==> src/rtl/shift_register_pkg.sv <==
// -----------------------------------------------------------------------------
// shift_register_pkg
// Purpose : Shared definitions for the parametrised LED shift register.
//           Holds the operation-mode encodings and the default timing
//           constants used by shift_register_param and key_event.
// Ports   : none (package)
// -----------------------------------------------------------------------------
package shift_register_pkg;

   // Operation modes selected by the mode switches; 2'b11 behaves as shift.
   localparam logic [1:0] MODE_SHIFT  = 2'b00;
   localparam logic [1:0] MODE_ROTATE = 2'b01;
   localparam logic [1:0] MODE_ARITH  = 2'b10;

   // Default key-path constants.
   localparam int DEF_SYNC_STAGES   = 2;
   localparam int DEF_REPEAT_DELAY  = 25000000;
   localparam int DEF_REPEAT_PERIOD = 5000000;

endpackage : shift_register_pkg

==> src/rtl/shift_register_param_key_event.sv <==
// -----------------------------------------------------------------------------
// key_event
// Purpose : Turns one active-low, asynchronous push-button into single-cycle
//           event pulses. A SYNC_STAGES-flop synchroniser feeds a history flop;
//           a falling edge of the synchronised key is a press event. With
//           REPEAT_EN != 0 a counter adds repeat events REPEAT_DELAY cycles
//           after the press and then every REPEAT_PERIOD cycles while held.
// Ports   : i_clk    - system clock
//           i_rst_n  - asynchronous active-low reset
//           i_key_n  - raw active-low key, asynchronous to i_clk
//           o_event  - single-cycle event pulse (press or repeat)
// -----------------------------------------------------------------------------
module key_event #(
   parameter int SYNC_STAGES   = 2,
   parameter int REPEAT_EN     = 0,
   parameter int REPEAT_DELAY  = 25000000,
   parameter int REPEAT_PERIOD = 5000000
) (
   input  logic i_clk,
   input  logic i_rst_n,
   input  logic i_key_n,
   output logic o_event
);

   logic [SYNC_STAGES-1:0] r_sync;
   logic [SYNC_STAGES-1:0] r_fill;
   logic                   r_hist;
   logic                   r_armed;
   logic                   w_key_n;
   logic                   w_press;

   assign w_key_n = r_sync[SYNC_STAGES-1];

   // The synchroniser resets to "released", so right after reset its output
   // is not a real sample. r_fill tracks when the chain holds genuine key
   // samples; the key must then be seen released before presses are armed,
   // which stops a key held through reset from producing an event.
   always_ff @(posedge i_clk or negedge i_rst_n) begin
      if (!i_rst_n) begin
         r_sync  <= '1;
         r_fill  <= '0;
         r_hist  <= 1'b1;
         r_armed <= 1'b0;
      end else begin
         r_sync <= {r_sync[SYNC_STAGES-2:0], i_key_n};
         r_fill <= {r_fill[SYNC_STAGES-2:0], 1'b1};
         r_hist <= w_key_n;
         if (r_fill[SYNC_STAGES-1] && w_key_n) begin
            r_armed <= 1'b1;
         end
      end
   end

   assign w_press = r_armed & r_hist & ~w_key_n;

   generate
      if (REPEAT_EN != 0) begin : g_repeat
         localparam int MAX_CNT = (REPEAT_DELAY > REPEAT_PERIOD) ? REPEAT_DELAY : REPEAT_PERIOD;
         localparam int CNT_W   = $clog2(MAX_CNT) + 1;

         logic [CNT_W-1:0] r_cnt;
         logic             r_active;
         logic             r_first;
         logic             w_fire;

         // r_cnt holds the number of cycles since the last press/repeat event.
         assign w_fire = r_active & ~w_key_n &
                         (r_cnt == (r_first ? CNT_W'(REPEAT_DELAY) : CNT_W'(REPEAT_PERIOD)));

         always_ff @(posedge i_clk or negedge i_rst_n) begin
            if (!i_rst_n) begin
               r_cnt    <= '0;
               r_active <= 1'b0;
               r_first  <= 1'b1;
            end else if (w_key_n) begin
               r_cnt    <= '0;
               r_active <= 1'b0;
               r_first  <= 1'b1;
            end else if (w_press) begin
               r_cnt    <= CNT_W'(1);
               r_active <= 1'b1;
               r_first  <= 1'b1;
            end else if (w_fire) begin
               r_cnt   <= CNT_W'(1);
               r_first <= 1'b0;
            end else if (r_active) begin
               r_cnt <= r_cnt + 1'b1;
            end
         end

         assign o_event = w_press | w_fire;
      end else begin : g_no_repeat
         assign o_event = w_press;
      end
   endgenerate

endmodule : key_event

==> src/rtl/shift_register_param.sv <==
// -----------------------------------------------------------------------------
// shift_register_param
// Purpose : WIDTH-bit LED shift register driven by active-low push-buttons.
//           Left/right keys shift, rotate or arithmetic-shift depending on
//           mode; the load key copies load_data. carry_out holds the last bit
//           shifted or rotated out, for cascading.
// Config  : define SHIFT_REGISTER_PARAM_AUTO_REPEAT_EN to enable auto-repeat
//           on ls_key/rs_key (never on ld_key).
// Ports   : clk        - system clock
//           rst_key    - asynchronous active-low reset
//           ls_key     - left-operation key, active-low, asynchronous
//           rs_key     - right-operation key, active-low, asynchronous
//           ld_key     - parallel-load key, active-low, asynchronous
//           mode[1:0]  - 00 shift, 01 rotate, 10 arithmetic, 11 as 00
//           ls_bit     - fill bit into the LSB on a left shift
//           rs_bit     - fill bit into the MSB on a right shift
//           load_data  - parallel load value
//           LEDS       - register contents
//           carry_out  - last bit shifted/rotated out
// -----------------------------------------------------------------------------
module shift_register_param
   import shift_register_pkg::*;
#(
   parameter int               WIDTH         = 8,
   parameter int               SYNC_STAGES   = DEF_SYNC_STAGES,
   parameter logic [WIDTH-1:0] RESET_VALUE   = '0,
   parameter int               REPEAT_DELAY  = DEF_REPEAT_DELAY,
   parameter int               REPEAT_PERIOD = DEF_REPEAT_PERIOD
) (
   input  logic             clk,
   input  logic             rst_key,
   input  logic             ls_key,
   input  logic             rs_key,
   input  logic             ld_key,
   input  logic [1:0]       mode,
   input  logic             ls_bit,
   input  logic             rs_bit,
   input  logic [WIDTH-1:0] load_data,
   output logic [WIDTH-1:0] LEDS,
   output logic             carry_out
);

`ifdef SHIFT_REGISTER_PARAM_AUTO_REPEAT_EN
   localparam int LR_REPEAT_EN = 1;
`else
   localparam int LR_REPEAT_EN = 0;
`endif

   logic             w_ls_evt;
   logic             w_rs_evt;
   logic             w_ld_evt;
   logic             w_lfill;
   logic             w_rfill;
   logic [WIDTH-1:0] w_leds_nxt;
   logic             w_carry_nxt;
   logic [WIDTH-1:0] r_leds;
   logic             r_carry;

   key_event #(
      .SYNC_STAGES  (SYNC_STAGES),
      .REPEAT_EN    (LR_REPEAT_EN),
      .REPEAT_DELAY (REPEAT_DELAY),
      .REPEAT_PERIOD(REPEAT_PERIOD)
   ) u_ls_key (
      .i_clk  (clk),
      .i_rst_n(rst_key),
      .i_key_n(ls_key),
      .o_event(w_ls_evt)
   );

   key_event #(
      .SYNC_STAGES  (SYNC_STAGES),
      .REPEAT_EN    (LR_REPEAT_EN),
      .REPEAT_DELAY (REPEAT_DELAY),
      .REPEAT_PERIOD(REPEAT_PERIOD)
   ) u_rs_key (
      .i_clk  (clk),
      .i_rst_n(rst_key),
      .i_key_n(rs_key),
      .o_event(w_rs_evt)
   );

   key_event #(
      .SYNC_STAGES  (SYNC_STAGES),
      .REPEAT_EN    (0),
      .REPEAT_DELAY (REPEAT_DELAY),
      .REPEAT_PERIOD(REPEAT_PERIOD)
   ) u_ld_key (
      .i_clk  (clk),
      .i_rst_n(rst_key),
      .i_key_n(ld_key),
      .o_event(w_ld_evt)
   );

   // Fill bits per mode; unused encoding 2'b11 falls through to plain shift.
   always_comb begin
      w_lfill = ls_bit;
      w_rfill = rs_bit;
      case (mode)
         MODE_ROTATE: begin
            w_lfill = r_leds[WIDTH-1];
            w_rfill = r_leds[0];
         end
         MODE_ARITH: begin
            w_lfill = 1'b0;
            w_rfill = r_leds[WIDTH-1];
         end
         default: begin
            w_lfill = ls_bit;
            w_rfill = rs_bit;
         end
      endcase
   end

   // Load has priority; left and right together cancel each other.
   always_comb begin
      w_leds_nxt  = r_leds;
      w_carry_nxt = r_carry;
      if (w_ld_evt) begin
         w_leds_nxt = load_data;
      end else if (w_ls_evt && !w_rs_evt) begin
         w_leds_nxt  = {r_leds[WIDTH-2:0], w_lfill};
         w_carry_nxt = r_leds[WIDTH-1];
      end else if (w_rs_evt && !w_ls_evt) begin
         w_leds_nxt  = {w_rfill, r_leds[WIDTH-1:1]};
         w_carry_nxt = r_leds[0];
      end
   end

   always_ff @(posedge clk or negedge rst_key) begin
      if (!rst_key) begin
         r_leds  <= RESET_VALUE;
         r_carry <= 1'b0;
      end else begin
         r_leds  <= w_leds_nxt;
         r_carry <= w_carry_nxt;
      end
   end

   assign LEDS      = r_leds;
   assign carry_out = r_carry;

endmodule : shift_register_param

==> config.mk <==
export PLATFORM = sky130hd
export DESIGN_NAME = shift_register_param
export DESIGN_NICKNAME = d
export VERILOG_FILES = /design/src/rtl/shift_register_pkg.sv /design/src/rtl/shift_register_param_key_event.sv /design/src/rtl/shift_register_param.sv
export SDC_FILE = /design/constraint.sdc
export NUM_CORES = 1
export LEC_CHECK = 0
export ABC_CLOCK_PERIOD_IN_PS = 2400
export CORE_MARGIN = 3
export CORE_UTILIZATION = 47
export CTS_CLUSTER_SIZE = 24
export DETAILED_ROUTE_END_ITERATION = 10
export GPL_TIMING_DRIVEN = 1
export PLACE_DENSITY_LB_ADDON = 0.05
export REMOVE_ABC_BUFFERS = 1
export SETUP_SLACK_MARGIN = 0.4
export SLEW_MARGIN = 15
export SYNTH_ARGS = -nofsm -noshare
export SYNTH_HDL_FRONTEND = slang
export SYNTH_SLANG_ARGS = --single-unit
==> constraint.sdc <==
create_clock -name clk -period 2.4 [get_ports clk]
set_clock_uncertainty 0.05 [all_clocks]
set_input_delay 0.36 -clock clk [delete_from_list [all_inputs] [get_ports clk]]
set_output_delay 0.36 -clock clk [all_outputs]
set_load 0.05 [all_outputs]
; Word-level counts from Yosys, hierarchy flattened
; Index checks and enable logic that the tools add are counted.
; W data, S select, Z words.
[totals]
reg_bits = 27
out_inout_bits = 9
elab_cells = 46
[classes]
eq_ne = 3
muxes = 7
n_bitwise = 10
reduce_logical = 11
[op_table]
columns = cell, count
row1 = $mux W8, 3
row2 = $and A1 B1 Y1, 6
row3 = $logic_and A1 B1 Y1, 5
row4 = $not A1 Y1, 4
row5 = $pmux W1 S2, 2
row6 = $reduce_and A2 Y1, 2
row7 = $ne A3 B2 Y1 const B, 1
row8 = $reduce_bool A3 Y1, 1
row9 = $eq A2 B1 Y1 const B, 1
row10 = $eq A2 B2 Y1 const B, 1
row11 = $logic_not A1 Y1, 2
row12 = $mux W1, 2
row13 = $reduce_bool A2 Y1, 1

; Depth between registers and ports, before layout
; Gate-level depths: netlist of run 1.
[depth]
ltp_word = 7
ltp_mapped = 8
ltp_nobuf = 6

; By module
; From an unflattened synthesis of run 1, not the netlist that was laid out.
[hier_totals]
cells_unflattened = 89
area_unflattened_um2 = 1142.3
[modules_own_cells]
columns = module, instances, cells_per_inst, area_per_inst_um2, seq_area_each_um2
row1 = shift_register_param, 1, 62, 616.8, 225.2
row2 = key_event, 3, 9, 175.2, 153.9

; Worst setup path before layout of run 1
; No wires, ideal clock.
[synth_path]
kind = register to register
startpoint = register u_ls_key.r_hist
endpoint = register r_leds[1] (netlist: LEDS[1])
arrival_ns = 1.560
path_slack_ns = 0.665
stages_incl_launch_ff = 9
n_path_buf = 2
cell_sequence = dfstp_2 > nand2_1 > nor2_1 > ha_1 > buf_6 > buf_2 > nand2_1 > o21ai_0 > mux2_2
[synth_between]
elab_chain_len = 5
[synth_lines]
columns = item, line_no
row1 = start: declaration, shift_register_param_key_event.sv:27  ; logic r_hist;
row2 = start signal: assignment, shift_register_param_key_event.sv:47  ; r_hist <= w_key_n;
row3 = $and A1 B1 Y1 * (2 in series), shift_register_param_key_event.sv:54  ; assign w_press = r_armed & r_hist & ~w_key_n;
row4 = $logic_and A1 B1 Y1 or $logic_not A1 Y1 (tied branches), "shift_register_param.sv:121, shift_register_param.sv:124"
row5 = $mux W8 or $logic_and A1 B1 Y1 (tied branches), "shift_register_param.sv:121, shift_register_param.sv:124"
row6 = $mux W8 or $reduce_bool A3 Y1 (tied branches), --
row7 = end signal: assignment, shift_register_param.sv:135  ; r_leds <= w_leds_nxt;
row8 = end: declaration, shift_register_param.sv:56  ; logic [WIDTH-1:0] r_leds;
; Mark *: on every way between the ends. The rest lies on a longest branch, timed or not.
; A chain may end at the register's enable or synchronous reset.

; Worst setup path in the final report of run 1
[layout_path]
startpoint = register r_carry (netlist: carry_out)
endpoint = output port carry_out
[layout_lines]
columns = item, line_no
row1 = start: declaration, shift_register_param.sv:57  ; logic r_carry;
row2 = start signal: assignment, shift_register_param.sv:136  ; r_carry <= w_carry_nxt;
row3 = end: declaration, shift_register_param.sv:40  ; output logic carry_out
; No word-level cell between the ends.

==> results of run 1 <==
-- cells in the mapped netlist --
library cell,instances
dfrtp_1,14
dfstp_2,9
nand2_1,9
mux2i_1,8
o21ai_0,7
mux2_2,6
ha_1,4
nor2_1,4
a21o_1,3
a31oi_1,3
inv_1,3
buf_2,2
buf_6,2
nand3b_1,2
a21oi_1,1
a311o_1,1
conb_1,1
nand3_1,1
nand3b_4,1
nor2b_1,1
o41a_1,1
-- cell usage in the layout (no fill, tap or decap), drive strengths merged, types with 2 or more instances in the layout --
| master | Yosys | routed |
|---|---|---|
| mux2i | 8 | 8 |
| dfrtp | 14 | 14 |
| o21ai | 7 | 7 |
| dfstp | 9 | 9 |
| dlygate4sd2 | 0 | 2 |
| clkdlybuf4s50 | 0 | 17 |
| a31oi | 3 | 3 |
| ha | 4 | 4 |
| nand2 | 9 | 9 |
| mux2 | 6 | 6 |
| inv | 3 | 3 |
| dlymetal6s2s | 0 | 6 |
| clkbuf | 0 | 3 |
| nor2 | 4 | 4 |
| nand3b | 3 | 3 |
| a21o | 3 | 3 |
-- layout make-up --
type | instances | area [µm²] | area share [%]
sequential | 23 | 587 | 44.1
multi-input combinational | 53 | 402 | 30.2
timing repair buffer | 26 | 270 | 20.3
tap | 27 | 33.8 | 2.54
clock buffer | 3 | 22.5 | 1.69
inverter | 3 | 11.3 | 0.846
clock inverter | 1 | 5.00 | 0.376
-- per-stage QoR --
stage          instance area [µm²]  power (W)  hold WS [ns]
5_1_grt                       1330    0.00112         0.318
2_1_floorplan                  997   0.000743        0.0144
4_1_cts                       1310    0.00106         0.316
6_report                      1330    0.00105         0.314
3_3_place_gp                  1290   0.000887         0.285
3_5_place_dp                  1290   0.000893         0.289
-- flip-flops by register name, indices dropped and copies added (netlist names), 2 cells and up --
name             flops
u_rs_key.r_sync      2
LEDS                 8
u_ld_key.r_fill      2
u_ld_key.r_sync      2
u_ls_key.r_sync      2
-- layer usage --
layer | vias to the layer above | track usage (%)
met4 | 0 | 6.38
li1 | 341 | -
met2 | 19 | 23.3
met1 | 324 | 18.8
met5 | - | 0
met3 | 2 | 5.13
-- how the worst max path moves through the flow --
stage / slack, ns / depth (start not counted) / to
final: 0.52 / 1 / carry_out
after CTS: 0.41 / 1 / LEDS[6]
after global routing: 0.44 / 6 / LEDS[4]
after global placement: 0.49 / 6 / LEDS[0]
after detailed placement: 0.45 / 6 / LEDS[0]
after floorplan: 0.66 / 6 / LEDS[1]
-- repair_timing --
item                                    CTS  global route
resized for setup                         2             7
gates cloned                              0             0
endpoints found under the setup margin    2            13
-- power groups by stage --
| stage | sequential (W) | combinational [W] | clock [W] |
|---|---|---|---|
| 2_1_floorplan | 0.000638 | 0.000105 | 0 |
| 3_3_place_gp | 0.000501 | 0.000386 | 0 |
| 3_5_place_dp | 0.000502 | 0.000390 | 0 |
| 4_1_cts | 0.000495 | 0.000386 | 0.000181 |
| 5_1_grt | 0.000505 | 0.000409 | 0.000202 |
| 6_report | 0.000494 | 0.000382 | 0.000171 |
-- logic make-up (layout without fill, tap and decap cells) --
group                    Yosys count  in the layout  share of synthesized area [%]
adder cells (fa/ha/maj)            4              4                           4.86
multiplexers                      14             14                           14.3
AO/OA/AOI/OAI                     16             16                           9.96
AND/OR/NAND/NOR                   18             18                           9.23
other                              1              1                          0.364
flip-flops                        23             23                           57.0
buffers and inverters              7             33                           4.25
==> impl_metrics.py, run 1 <==
metrics = {
    "finish": {
        "final_nets": 131,
        "n_fill_cell": 176,
        "layout.cells.non_filler": 136,
        "fin_util_pct": 65.8,
        "syn_to_final_growth_pct": 29.3,
        "drive_above_1_share_pct": 20.2,
        "n_antenna_cell": 0,
    },
    "timing": {
        "timing.final.ws_setup_ns": 0.523,
        "slew_headroom_pct": 64.2,
        "slew_viol_final": 0,
        "rsz0062_at_grt": "false",
        "timing.final.crit_share_pct": 78.2,
        "max_freq_ghz": 0.533,
        "setup_viol_count_final": 0,
        "worst_slew_pin_slew_ns": 0.536,
        "hold_viol": 0,
        "min_period_ns": 1.88,
        "fin_setup_tns_ns": 0,
    },
    "floorplanning": {
        "rows": 16,
        "io-pin-count": 26,
        "chipHeight_um": 52.8,
        "core_um2": 2020,
        "start_util_pct": 50.9,
        "die_w_um": 52.8,
        "die_area_um2": 2790,
    },
    "clock_tree": {
        "clk_path_buf_depth": 2,
        "cts_root_buf": "clkbuf_4",
        "holdBufCountCts": 0,
        "insertion_delay_ns": 0.30,
        "cts.sinks": 23,
        "path_clk_slew_ns": 0.12,
        "cts_buffers": 3,
        "cts_tree": "done",
        "htreeDepth": 1,
        "postCtsSetupBuffers": 0,
    },
    "global_routing": {
        "grt-ovfl-total": 0,
        "grt_use_total_pct": 15.0,
        "grt_max_degree": 24,
        "grt_pass1_vias": 630,
        "grt_antenna_before_repair": 0,
        "grt_pass1_wl_um": 2880,
    },
    "setup_path": {
        "endpoint_kind": "primary output",
        "crit_fanout": 2,
        "slowest_delay_ns": 0.80,
        "critPathLaunchType": "register",
        "worstPathArrival_ns": 1.47,
        "cp_cell_sequence": "clkdlybuf4s50_1",
        "timing.rr.start": "u_ls_key.r_hist",
        "cp_slowest_cell": "clkdlybuf4s50_1",
        "cp_num_buf_inv": 1,
        "r2r_slack_ns": 0.54,
        "crit_family": "buffers and inverters",
        "cp-startpoint": "carry_out",
        "r2r_end": "LEDS[7]",
        "crit_type": "reg -> out",
        "worstRegToRegCells": 5,
        "crit_required_ns": 1.99,
    },
    "power": {
        "power_density_nw_per_um2": 787,
        "switching_share_pct": 37.3,
        "sequentialPowerShare_pct": 47.2,
        "clkPwrFrac_pct": 16.4,
        "comb_power_share_pct": 36.5,
        "switchingPower_w": 0.000391,
        "p_leak_nw": 0.616,
        "p_int_w": 0.000657,
        "peakVddDrop_uv": 427,
    },
    "synth": {
        "ys_seq_area_share_pct": 57.0,
        "ys_ff_latch": 23,
        "postSynthAreaPerCell_um2": 12.4,
        "syn_area_um2": 1030,
        "synth_top_area_share_pct": 34.0,
        "synthTopCellsByArea": "dfrtp_1 (34%), dfstp_2 (23%), mux2i_1 (7.8%)",
        "synthCells": 83,
        "synth.distinct_cells": 21,
        "yosysWarnings": 0,
        "yosys.area.top_type": "dfrtp_1",
    },
    "flow_run": {
        "max_cap_viol_count": 0,
    },
    "placement": {
        "dp_hpwl_um": 1300,
        "gp_congestion": 0.704,
        "placed_cells": 132,
        "pre_cts_slack_ns": 0.449,
        "io_buffers": 25,
    },
    "min_path": {
        "min_path_cells": 0,
        "hold_class": "reg -> reg",
        "hold_end": "u_rs_key.r_sync[1]",
        "min_from": "u_rs_key.r_sync[0]",
    },
    "routing": {
        "wl_per_cell_um": 13.5,
        "route.met2.wl_um": 900,
        "drc": 0,
        "dr.pass1.iters": 4,
        "vias": 686,
        "dr_wl_met3_um": 92,
        "route.layer.met1.wl_um": 824,
        "ant_nets": 0,
        "routed.top_layer": "met4",
        "wirelength_um": 1830,
        "vias_per_cell": 5.04,
        "drt_iter0_drc": 3,
    },
    "run_status": {
        "outcome": "finished, final reports clean",
    },
}
Power figures use the tool's default switching activity.
==> inputs of run 2 (changes only) <==
--- a/config.mk
+++ b/config.mk
@@ -5,9 +5,9 @@
 export SDC_FILE = /design/constraint.sdc
 export NUM_CORES = 1
 export LEC_CHECK = 0
-export ABC_CLOCK_PERIOD_IN_PS = 2400
+export ABC_CLOCK_PERIOD_IN_PS = 1600
 export CORE_MARGIN = 3
-export CORE_UTILIZATION = 47
+export CORE_UTILIZATION = 42
 export CTS_CLUSTER_SIZE = 24
 export DETAILED_ROUTE_END_ITERATION = 10
 export GPL_TIMING_DRIVEN = 1
==> constraint.sdc (replaced) <==
create_clock -name clk -period 1.6 [get_ports clk]
set_clock_uncertainty 0.05 [all_clocks]
set_input_delay 0.24 -clock clk [delete_from_list [all_inputs] [get_ports clk]]
set_output_delay 0.24 -clock clk [all_outputs]
set_load 0.05 [all_outputs]
==> impl_metrics.py, run 2 (synthesized netlist as in run 1, its figures left out) <==
metrics = {
    "run_status": {
        "outcome": "complete, but fails checks",
        "violations": "setup timing",
    },
    "timing": {
        "timing.final.ws_setup_ns": -0.121,
        "rsz0062_at_grt": "true",
        "min_period_ns": 1.72,
        "setup_viol_count_final": 8,
        "fin_setup_tns_ns": -0.683,
        "hold_viol": 0,
        "timing.final.crit_share_pct": 108,
        "slew_viol_final": 0,
        "max_freq_ghz": 0.581,
    },
    "setup_path": {
        "timing.rr.start": "u_rs_key.r_sync[1]",
        "worstRegToRegCells": 6,
        "crit_fanout": 4,
        "critPathLaunchType": "register",
        "r2r_slack_ns": -0.12,
        "crit_required_ns": 1.75,
        "endpoint_kind": "register",
        "worstPathArrival_ns": 1.87,
        "r2r_end": "LEDS[4]",
        "crit_type": "reg -> reg",
    },
    "routing": {
        "wl_per_cell_um": 13.7,
        "drt_iter0_drc": 6,
        "dr.pass1.iters": 3,
        "wirelength_um": 2040,
        "drc": 0,
        "ant_nets": 0,
        "vias": 733,
        "vias_per_cell": 4.92,
    },
    "finish": {
        "multiInputGateArea_um2": 453,
        "mostFrequentLayoutCell": "clkdlybuf4s50_1",
        "largest_register_ffs": 8,
        "regArea_um2": 594,
        "drive_above_1_share_pct": 44.6,
        "final_nets": 143,
        "n_fill_cell": 185,
        "layout.cells.non_filler": 149,
        "n_antenna_cell": 0,
        "syn_to_final_growth_pct": 50.3,
        "layout_common_cells": "clkdlybuf4s50_1 (16), buf_4 (9), dfstp_2 (9)",
    },
    "placement": {
        "placed_cells": 141,
        "io_buffers": 25,
        "dp_hpwl_um": 1430,
        "gp_congestion": 0.746,
    },
    "clock_tree": {
        "clk_path_buf_depth": 2,
        "htreeDepth": 1,
        "cts_tree": "done",
        "cts_root_buf": "clkbuf_4",
        "insertion_delay_ns": 0.30,
        "holdBufCountCts": 0,
        "cts.sinks": 23,
        "path_clk_slew_ns": 0.13,
        "cts_buffers": 3,
    },
    "floorplanning": {
        "io-pin-count": 26,
        "die_area_um2": 3080,
        "start_util_pct": 45.2,
        "chipHeight_um": 55.5,
        "die_w_um": 55.5,
        "rows": 17,
        "core_um2": 2280,
    },
    "global_routing": {
        "grt_pass1_vias": 792,
        "use_met2_pct": 25.0,
        "grtUsageMet1_pct": 18.3,
        "grt_pass1_wl_um": 3670,
        "grt_use_total_pct": 14.9,
        "grt_antenna_before_repair": 0,
        "grt-busiest-layer": "met2",
        "grt_use_met3_pct": 3.97,
        "grt_max_degree": 24,
        "grt-ovfl-total": 0,
    },
    "power": {
        "power_density_nw_per_um2": 1190,
        "peakVddDrop_uv": 873,
        "sequentialPowerShare_pct": 42.2,
        "comb_power_share_pct": 43.5,
        "switchingPower_w": 0.000658,
        "p_int_w": 0.00118,
        "switching_share_pct": 35.8,
        "p_leak_nw": 0.658,
        "clkPwrFrac_pct": 14.3,
    },
    "flow_run": {
        "max_cap_viol_count": 0,
    },
    "min_path": {
        "hold_class": "in -> async",
    },
}
## run 2: cell count changes in the layout (fill, tap and decap cells not counted), sizes merged
cell / delta
dlygate4sd2: -2
dlymetal6s2s: -6
buf: +21
clkdlybuf4s50: -1
## run 2: worst max-delay path: stages, from the launching register on
cell and delay, ns:
dfstp_2 0.56, nand3b_1 0.18, ha_4 0.18, buf_6 0.12, mux2i_2 0.21, o21ai_1 0.08
mux2_4 0.25
## run 2: metrics by stage
stage	utilization (%)	hold WS, ns	total power, W	cell area (µm²)	worst slack, ns
after floorplan	-	-0.106	0.00111	997	-0.140
after global routing	68.0	0.211	0.00195	1550	-0.227
after global placement	61.6	0.284	0.00145	1400	-0.190
final	68.0	0.210	0.00184	1550	-0.121
after CTS	66.4	0.209	0.00181	1510	-0.0913
after detailed placement	61.6	0.288	0.00146	1400	-0.236
## run 2: timing repair
item                       in CTS  in global routing
pin swaps                       4                  5
setup buffers                   3                  1
setup endpoints to repair      18                 18
resized for setup              18                 13
## run 2: how the worst max path moves through the flow
stage,startpoint,end,slack (ns)
floorplan,u_ls_key.r_hist,LEDS[1],-0.14
global placement,mode[0],LEDS[0],-0.19
detailed placement,mode[0],LEDS[0],-0.24
CTS,u_ls_key.r_hist,LEDS[3],-0.09
global route,u_rs_key.r_sync[1],LEDS[5],-0.23
finish,u_rs_key.r_sync[1],LEDS[4],-0.12
## run 2: cell type report
cell class	count	share of cell area (%)
inverter	3	0.728
clock inverter	1	0.323
timing repair buffer	38	27.6
clock buffer	3	1.46
sequential	23	38.4
tap	28	2.26
multi-input combinational	53	29.3
## run 2: routing by layer
metal	routed length, µm	share of wire [%]	vias up
met2	1030	50	17
met3	106	5.2	2
met1	882	43	352
li1	-	-	362
met4	21	1.0	0
met5	0	0	-
## run 2: power groups by stage
stage          logic [W]  clock network [W]  registers (W)
5_1_grt         0.000849           0.000309       0.000789
3_3_place_gp    0.000672                  0       0.000775
4_1_cts         0.000759           0.000284       0.000767
6_report        0.000799           0.000264       0.000775
2_1_floorplan   0.000157                  0       0.000957
3_5_place_dp    0.000681                  0       0.000777
